===== src/rtl/sdram_job_arbiter_if.sv =====
// Bundle between job clients / sweep engine (master side) and the job arbiter (slave side).
// Carries both client ports, the engine port and the arbiter status outputs.
interface sdram_job_arbiter_if #(
    parameter int unsigned DRAM_DATA_SIZE = 16
);
    logic                      req0;
    logic                      rnw0;
    logic [DRAM_DATA_SIZE-1:0] wdat0;
    logic                      ready0;
    logic                      done0;

    logic                      req1;
    logic                      rnw1;
    logic [DRAM_DATA_SIZE-1:0] wdat1;
    logic                      ready1;
    logic                      done1;

    logic [DRAM_DATA_SIZE-1:0] rdat;

    logic                      eng_start;
    logic                      eng_rnw;
    logic [DRAM_DATA_SIZE-1:0] eng_wdat;
    logic                      eng_ready;
    logic                      eng_done;
    logic [DRAM_DATA_SIZE-1:0] eng_rdat;

    logic                      owner;
    logic                      busy;
    logic                      init_done;
    logic                      wd_err;
    logic [7:0]                wd_errcnt;

    modport slave (
        input  req0, rnw0, wdat0, req1, rnw1, wdat1,
        input  eng_ready, eng_done, eng_rdat,
        output ready0, done0, ready1, done1, rdat,
        output eng_start, eng_rnw, eng_wdat,
        output owner, busy, init_done, wd_err, wd_errcnt
    );

    modport master (
        output req0, rnw0, wdat0, req1, rnw1, wdat1,
        output eng_ready, eng_done, eng_rdat,
        input  ready0, done0, ready1, done1, rdat,
        input  eng_start, eng_rnw, eng_wdat,
        input  owner, busy, init_done, wd_err, wd_errcnt
    );
endinterface


===== src/rtl/sdram_job_arbiter.sv =====
// Round-robin arbiter sharing one SDRAM sweep engine between two job clients,
// gated on the engine's power-up init sweep, with a per-sweep overrun watchdog.
module sdram_job_arbiter #(
    parameter int unsigned DRAM_DATA_SIZE = 16,
    parameter int unsigned WD_W           = 24
) (
    input  logic               clk,
    input  logic               rst_n,
    sdram_job_arbiter_if.slave bus_io
);

    typedef enum logic [2:0] {StInit, StIdle, StStart, StRun, StFin} state_e;

    localparam logic [WD_W-1:0] WdMax = '1;
    localparam logic [WD_W-1:0] WdPre = WdMax - 1'b1;

    state_e            state_q, state_d;
    logic [1:0]        pend_q, pend_d;
    logic [1:0]        prnw_q, prnw_d;
    logic              owner_q, owner_d;
    logic              last_q, last_d;
    logic              rnw_q, rnw_d;
    logic              init_q, init_d;
    logic [WD_W-1:0]   wd_q, wd_d;
    logic              wd_err_q, wd_err_d;
    logic [7:0]        errcnt_q, errcnt_d;

    logic              grant;
    logic              grant_id;
    logic [1:0]        grant_vec;
    logic [1:0]        req_in;
    logic [1:0]        rnw_in;
    logic              busy;
    logic [DRAM_DATA_SIZE-1:0] wdat_sel;

    always_comb begin
        req_in   = {bus_io.req1, bus_io.req0};
        rnw_in   = {bus_io.rnw1, bus_io.rnw0};
        state_d  = state_q;
        owner_d  = owner_q;
        last_d   = last_q;
        rnw_d    = rnw_q;
        init_d   = init_q;
        wd_d     = wd_q;
        wd_err_d = 1'b0;
        errcnt_d = errcnt_q;
        grant    = 1'b0;
        // On a tie the client that did not own the engine last goes first.
        grant_id = (&pend_q) ? ~last_q : pend_q[1];

        unique case (state_q)
            StInit: begin
                if (bus_io.eng_done) begin
                    init_d  = 1'b1;
                    state_d = StIdle;
                end
            end
            StIdle: begin
                if (|pend_q) begin
                    grant   = 1'b1;
                    owner_d = grant_id;
                    rnw_d   = prnw_q[grant_id];
                    state_d = StStart;
                end
            end
            StStart: state_d = StRun;
            StRun: begin
                // Counter parks at all-ones so a stuck sweep reports only once.
                if (wd_q == WdPre) begin
                    wd_d     = WdMax;
                    wd_err_d = 1'b1;
                    if (errcnt_q != 8'hff) errcnt_d = errcnt_q + 8'd1;
                end else if (wd_q != WdMax) begin
                    wd_d = wd_q + 1'b1;
                end
                if (bus_io.eng_done) state_d = StFin;
            end
            StFin: begin
                last_d  = owner_q;
                wd_d    = '0;
                state_d = StIdle;
            end
            default: state_d = StInit;
        endcase

        grant_vec = {grant & grant_id, grant & ~grant_id};
        pend_d    = pend_q & ~grant_vec;
        prnw_d    = prnw_q;
        // A request landing on its own grant edge re-queues the job.
        for (int i = 0; i < 2; i++) begin
            if (req_in[i] && (!pend_q[i] || grant_vec[i])) begin
                pend_d[i] = 1'b1;
                prnw_d[i] = rnw_in[i];
            end
        end
    end

    always_ff @(posedge clk or negedge rst_n) begin
        if (!rst_n) begin
            state_q  <= StInit;
            pend_q   <= 2'b00;
            prnw_q   <= 2'b00;
            owner_q  <= 1'b0;
            last_q   <= 1'b1;
            rnw_q    <= 1'b0;
            init_q   <= 1'b0;
            wd_q     <= '0;
            wd_err_q <= 1'b0;
            errcnt_q <= 8'd0;
        end else begin
            state_q  <= state_d;
            pend_q   <= pend_d;
            prnw_q   <= prnw_d;
            owner_q  <= owner_d;
            last_q   <= last_d;
            rnw_q    <= rnw_d;
            init_q   <= init_d;
            wd_q     <= wd_d;
            wd_err_q <= wd_err_d;
            errcnt_q <= errcnt_d;
        end
    end

    always_comb begin
        busy     = (state_q == StStart) || (state_q == StRun) || (state_q == StFin);
        wdat_sel = owner_q ? bus_io.wdat1 : bus_io.wdat0;

        bus_io.busy      = busy;
        bus_io.owner     = owner_q;
        bus_io.init_done = init_q;
        bus_io.wd_err    = wd_err_q;
        bus_io.wd_errcnt = errcnt_q;
        bus_io.eng_start = (state_q == StStart);
        bus_io.eng_rnw   = rnw_q;
        bus_io.eng_wdat  = wdat_sel;
        bus_io.rdat      = bus_io.eng_rdat;
        bus_io.ready0    = bus_io.eng_ready & busy & ~owner_q;
        bus_io.ready1    = bus_io.eng_ready & busy & owner_q;
        bus_io.done0     = (state_q == StFin) & ~owner_q;
        bus_io.done1     = (state_q == StFin) & owner_q;
    end

endmodule

===== src/flat_wrapper.sv =====
// flat-port wrapper written by rule: the top's interface ports become plain ports
module sdram_job_arbiter_flat 
#(
    parameter int unsigned DRAM_DATA_SIZE = 16,
    parameter int unsigned WD_W           = 24
)
  (clk, rst_n, bus_io_req0, bus_io_rnw0, bus_io_wdat0, bus_io_req1, bus_io_rnw1, bus_io_wdat1, bus_io_eng_ready, bus_io_eng_done, bus_io_eng_rdat, bus_io_ready0, bus_io_done0, bus_io_ready1, bus_io_done1, bus_io_rdat, bus_io_eng_start, bus_io_eng_rnw, bus_io_eng_wdat, bus_io_owner, bus_io_busy, bus_io_init_done, bus_io_wd_err, bus_io_wd_errcnt);
  sdram_job_arbiter_if #(.DRAM_DATA_SIZE(DRAM_DATA_SIZE)) bus_io_i ();
  input  logic clk;
  input  logic rst_n;
  input wire logic [$bits(bus_io_i.req0)-1:0] bus_io_req0;
  input wire logic [$bits(bus_io_i.rnw0)-1:0] bus_io_rnw0;
  input wire logic [$bits(bus_io_i.wdat0)-1:0] bus_io_wdat0;
  input wire logic [$bits(bus_io_i.req1)-1:0] bus_io_req1;
  input wire logic [$bits(bus_io_i.rnw1)-1:0] bus_io_rnw1;
  input wire logic [$bits(bus_io_i.wdat1)-1:0] bus_io_wdat1;
  input wire logic [$bits(bus_io_i.eng_ready)-1:0] bus_io_eng_ready;
  input wire logic [$bits(bus_io_i.eng_done)-1:0] bus_io_eng_done;
  input wire logic [$bits(bus_io_i.eng_rdat)-1:0] bus_io_eng_rdat;
  output wire logic [$bits(bus_io_i.ready0)-1:0] bus_io_ready0;
  output wire logic [$bits(bus_io_i.done0)-1:0] bus_io_done0;
  output wire logic [$bits(bus_io_i.ready1)-1:0] bus_io_ready1;
  output wire logic [$bits(bus_io_i.done1)-1:0] bus_io_done1;
  output wire logic [$bits(bus_io_i.rdat)-1:0] bus_io_rdat;
  output wire logic [$bits(bus_io_i.eng_start)-1:0] bus_io_eng_start;
  output wire logic [$bits(bus_io_i.eng_rnw)-1:0] bus_io_eng_rnw;
  output wire logic [$bits(bus_io_i.eng_wdat)-1:0] bus_io_eng_wdat;
  output wire logic [$bits(bus_io_i.owner)-1:0] bus_io_owner;
  output wire logic [$bits(bus_io_i.busy)-1:0] bus_io_busy;
  output wire logic [$bits(bus_io_i.init_done)-1:0] bus_io_init_done;
  output wire logic [$bits(bus_io_i.wd_err)-1:0] bus_io_wd_err;
  output wire logic [$bits(bus_io_i.wd_errcnt)-1:0] bus_io_wd_errcnt;
  assign bus_io_i.req0 = bus_io_req0;
  assign bus_io_i.rnw0 = bus_io_rnw0;
  assign bus_io_i.wdat0 = bus_io_wdat0;
  assign bus_io_i.req1 = bus_io_req1;
  assign bus_io_i.rnw1 = bus_io_rnw1;
  assign bus_io_i.wdat1 = bus_io_wdat1;
  assign bus_io_i.eng_ready = bus_io_eng_ready;
  assign bus_io_i.eng_done = bus_io_eng_done;
  assign bus_io_i.eng_rdat = bus_io_eng_rdat;
  assign bus_io_ready0 = bus_io_i.ready0;
  assign bus_io_done0 = bus_io_i.done0;
  assign bus_io_ready1 = bus_io_i.ready1;
  assign bus_io_done1 = bus_io_i.done1;
  assign bus_io_rdat = bus_io_i.rdat;
  assign bus_io_eng_start = bus_io_i.eng_start;
  assign bus_io_eng_rnw = bus_io_i.eng_rnw;
  assign bus_io_eng_wdat = bus_io_i.eng_wdat;
  assign bus_io_owner = bus_io_i.owner;
  assign bus_io_busy = bus_io_i.busy;
  assign bus_io_init_done = bus_io_i.init_done;
  assign bus_io_wd_err = bus_io_i.wd_err;
  assign bus_io_wd_errcnt = bus_io_i.wd_errcnt;
  sdram_job_arbiter #(.DRAM_DATA_SIZE(DRAM_DATA_SIZE), .WD_W(WD_W)) u_core (.clk(clk), .rst_n(rst_n), .bus_io(bus_io_i));
endmodule

===== config.mk =====
export PLATFORM = sky130hd
export DESIGN_NAME = sdram_job_arbiter_flat
export DESIGN_NICKNAME = d
export VERILOG_FILES = /design/src/rtl/sdram_job_arbiter_if.sv /design/src/rtl/sdram_job_arbiter.sv /design/src/flat_wrapper.sv
export SDC_FILE = /design/constraint.sdc
export NUM_CORES = 1
export LEC_CHECK = 0
export CAP_MARGIN = 25
export CORE_ASPECT_RATIO = 0.8
export CORE_MARGIN = 4
export CORE_UTILIZATION = 48
export DETAILED_ROUTE_END_ITERATION = 12
export PLACE_DENSITY = 0.87
export SYNTH_ARGS = -nofsm -noshare
export SYNTH_HDL_FRONTEND = slang
export SYNTH_SLANG_ARGS = --single-unit

===== constraint.sdc =====
create_clock -name clk -period 4.6 [get_ports clk]
set_clock_uncertainty 0.15 [all_clocks]
set_input_delay 0.92 -clock clk [delete_from_list [all_inputs] [get_ports clk]]
set_output_delay 0.92 -clock clk [all_outputs]
set_load 0.01 [all_outputs]

==> flow_summary_export.csv <==
group,metric,value,unit
route,drcViolationCount,0,
worst_setup_path,cp-end-kind,"primary output",
worst_setup_path,cp_slowest_cell,"clkdlybuf4s50_1",
worst_setup_path,startpoint_type,"flop",
synthesis,yosysWarnings,0,
sta,maxSlewViolCount,0,
power_and_ir_drop,ir_drop,0.184,mV
worst_setup_path,crit_family,"simple AND/OR/NAND/NOR gates",
global_route,grt.total_usage,22.0,%
global_route,grt_pass1_wl,12000,um
route,num_vias,2501,
die,die_x,92.0,um
sta,setup_viol,0,
worst_setup_path,worstPathArrival,2.16,ns
clock_tree,ctsHtreeMaxLevel,2,
sta,hold_viol,0,
synthesis,synthesis.area,2710,um2
die,die_area,6920,um2
power_and_ir_drop,seq_power_share,39.1,%
route,drt_iter0_drc,300,
flow_run,drv_cap,0,
synthesis,synth_flop_cell,"dfrtp_1",
synthesis,synth.area.top_cells,"dfrtp_1 40%, mux2_2 7.5%, buf_4 4.4%",
power_and_ir_drop,p_comb_share,43.5,%
route,routed_wl,7580,um
sta,period_share,70.3,%
sta,tns,0,ns
final_layout,drive_gt1_share,11.7,%
sta,rsz0062_at_grt,"false",
route,vias_per_cell,5.97,
worst_setup_path,crit_path_max_fanout,10,
clock_tree,cts_tree,"yes",
sta,timing.hold.ws,0.304,ns
power_and_ir_drop,switchingPower,0.574,mW
global_route,grt_overflow,0,
die,fp-row-count,24,
synthesis,async_flop_share,100,%
clock_tree,holdBufCountCts,0,
final_layout,n_antenna_cell,0,
synthesis,synth-seq-cells,44,
worst_setup_path,path_cells,"nor2_1 > nand2_1 > nand2_1 > and3_1 > clkdlybuf4s50_1",
global_route,antenna_found_initial,0,
synthesis,synthCells,284,
sta,period_minus_slack,3.23,ns
min_path,worstHoldPathType,"in -> async",
clock_tree,path_clk_slew,0.08,ns
place,portBuffers,73,
clock_tree,root_buffer,"clkbuf_8",
final_layout,nets,399,
power_and_ir_drop,leakagePower,1.38,nW
die,core,5470,um2
synthesis,synth_top_area_share,39.7,%
place,gp_congestion,0.920,
clock_tree,cts_made_buffers,5,
worst_setup_path,cp.required,3.53,ns
die,start_util,49.6,%
outcome,status,"finished clean",
clock_tree,post_cts_buffers,0,
synthesis,yosysUniqueCellTypes,55,
final_layout,area_growth,28.6,%
clock_tree,clock-sinks,44,
route,firstDrtPassIters,5,
route,wl_per_cell,18.1,um
power_and_ir_drop,power_density,420,nW/um2
worst_setup_path,crit_buf_inv,1,
worst_setup_path,crit_path_max_incr_delay,0.53,ns
sta,timing.fmax,0.309,GHz
global_route,grt_pass1_vias,2358,
sta,relSlewSlack,45.4,%
synthesis,yosysTopAreaCell,"dfrtp_1",
worst_setup_path,path_class,"reg -> out",
synthesis,ys_seq_area_share,40.7,%
place,place_hpwl,5760,um
worst_setup_path,path_common_cell,"nand2_1",
worst_setup_path,rrSetupSlack,2.00,ns
global_route,grt_start_max_net_pins,45,
power_and_ir_drop,swShare,39.2,%
clock_tree,cts-resized-gates,0,
clock_tree,ctsLongestPathBuffers,2,
route,ant_nets,0,
synthesis,syn-num-nets,343,
power_and_ir_drop,p_clk_share,17.3,%
power_and_ir_drop,p_int,0.891,mW
die,dieHeight,75.2,um
sta,worst_pin_slew,0.819,ns
clock_tree,insertion_delay,0.30,ns
synthesis,synth_edf_count,0,
synthesis,avgSynthCellArea,9.55,um2
die,io_pins,106,
-- synth_stat cells, drive strengths merged (3+ instances only) --
cell and count:
a211oi 4, a21o 3, a21oi 12, a311oi 8
a31oi 12, a41oi 5, and2 6, and3 10
and4 4, buf 18, clkbuf 7, dfrtp 43
ha 3, inv 6, mux2 20, nand2 23
nand2b 5, nand3 7, nand4 12, nor2 23
nor3 13, nor4 6, o21ai 7, xnor2 4
-- cells by family after synthesis --
family	count (synthesis)	share of synthesized area [%]
buffers and inverters	31	6.78
AO/OA/AOI/OAI	66	17.1
AND/OR/NAND/NOR	115	24.2
flip-flops	44	40.7
adder cells (fa/ha/maj)	3	1.38
XOR/XNOR	5	1.62
multiplexers	20	8.31
-- final timing paths --
path,startpoint,depth (start not counted),endpoint
hold reg to reg,u_core.bus_io.init_done,1,u_core.bus_io.init_done
hold / removal,rst_n,1,u_core.wd_q[15]
setup / recovery,u_core.state_q[0],5,bus_io_ready1
min in group clk,u_core.bus_io.init_done,1,u_core.bus_io.init_done
max in group asynchronous,rst_n,2,u_core.last_q
setup reg to reg,u_core.state_q[2],5,u_core.wd_q[13]
-- state kept, by name (all words and copies together), names as in the netlist, 2 cells and up --
signal and count:
u_core.bus_io.wd_errcnt 8, u_core.pend_q 2, u_core.prnw_q 2, u_core.state_q 3
u_core.wd_q 24
-- power by group through the flow --
stage / Combinational [mW] / Sequential [mW] / Clock [mW]
after CTS: 0.629 / 0.569 / 0.257
after global placement: 0.599 / 0.569 / 0
final: 0.638 / 0.573 / 0.254
after detailed placement: 0.626 / 0.574 / 0
after global routing: 0.695 / 0.589 / 0.275
after floorplan: 0.411 / 0.520 / 0
-- placed cells by master (no fill, tap or decap), types with 4 or more instances in the layout --
cell,count
clkbuf_8,6
and3_1,10
mux2_2,18
xnor2_1,4
inv_1,6
a31oi_1,12
and2_1,5
a211oi_1,4
a311oi_1,8
nor3_1,13
dfrtp_1,43
o21ai_0,7
clkdlybuf4s50_1,72
nand2b_1,5
nand4_1,9
nand2_1,23
nor2_1,23
nand3_1,6
a21oi_1,12
a41oi_1,5
-- metrics by stage --
| stage | setup WS, ns | power, mW | cells | area, um2 | utilization (%) |
|---|---|---|---|---|---|
| CTS | 1.37 | 1.46 | 418 | 3470 | 63.4 |
| finish | 1.37 | 1.46 | 419 | 3490 | 63.8 |
| global route | 1.13 | 1.56 | 419 | 3490 | 63.8 |
| global placement | 1.42 | 1.17 | 410 | 3370 | 61.7 |
| detailed placement | 1.39 | 1.20 | 410 | 3370 | 61.7 |
| floorplan | 2.33 | 0.931 | 284 | 2710 | - |
-- metal layers --
layer  up-vias  track usage, %  routed length (um)
met2       122            33.7                3670
li1       1172               -                   -
met3         9            5.79                 565
met1      1198            31.4                3310
met4         0            5.27                  46
met5         -               0                   0
-- worst register-to-register path: cells and delay by family, from the launching register on --
family | cells | cell delay, ns
and+or+nand+nor | 2 | 0.71
AOI/OAI and AO/OA | 3 | 1.17
DFF | 1 | 0.47
-- area by class of cell --
class | instances | area (um2)
repair buffers | 74 | 746
fillers | 469 | 1980
inverters | 6 | 22.5
flip-flops and latches | 44 | 1100
clock buffers | 7 | 86.3
clock inverters | 1 | 7.51
multi-input cells | 209 | 1430
well taps | 78 | 97.6
(Power assumes the default switching activity.)
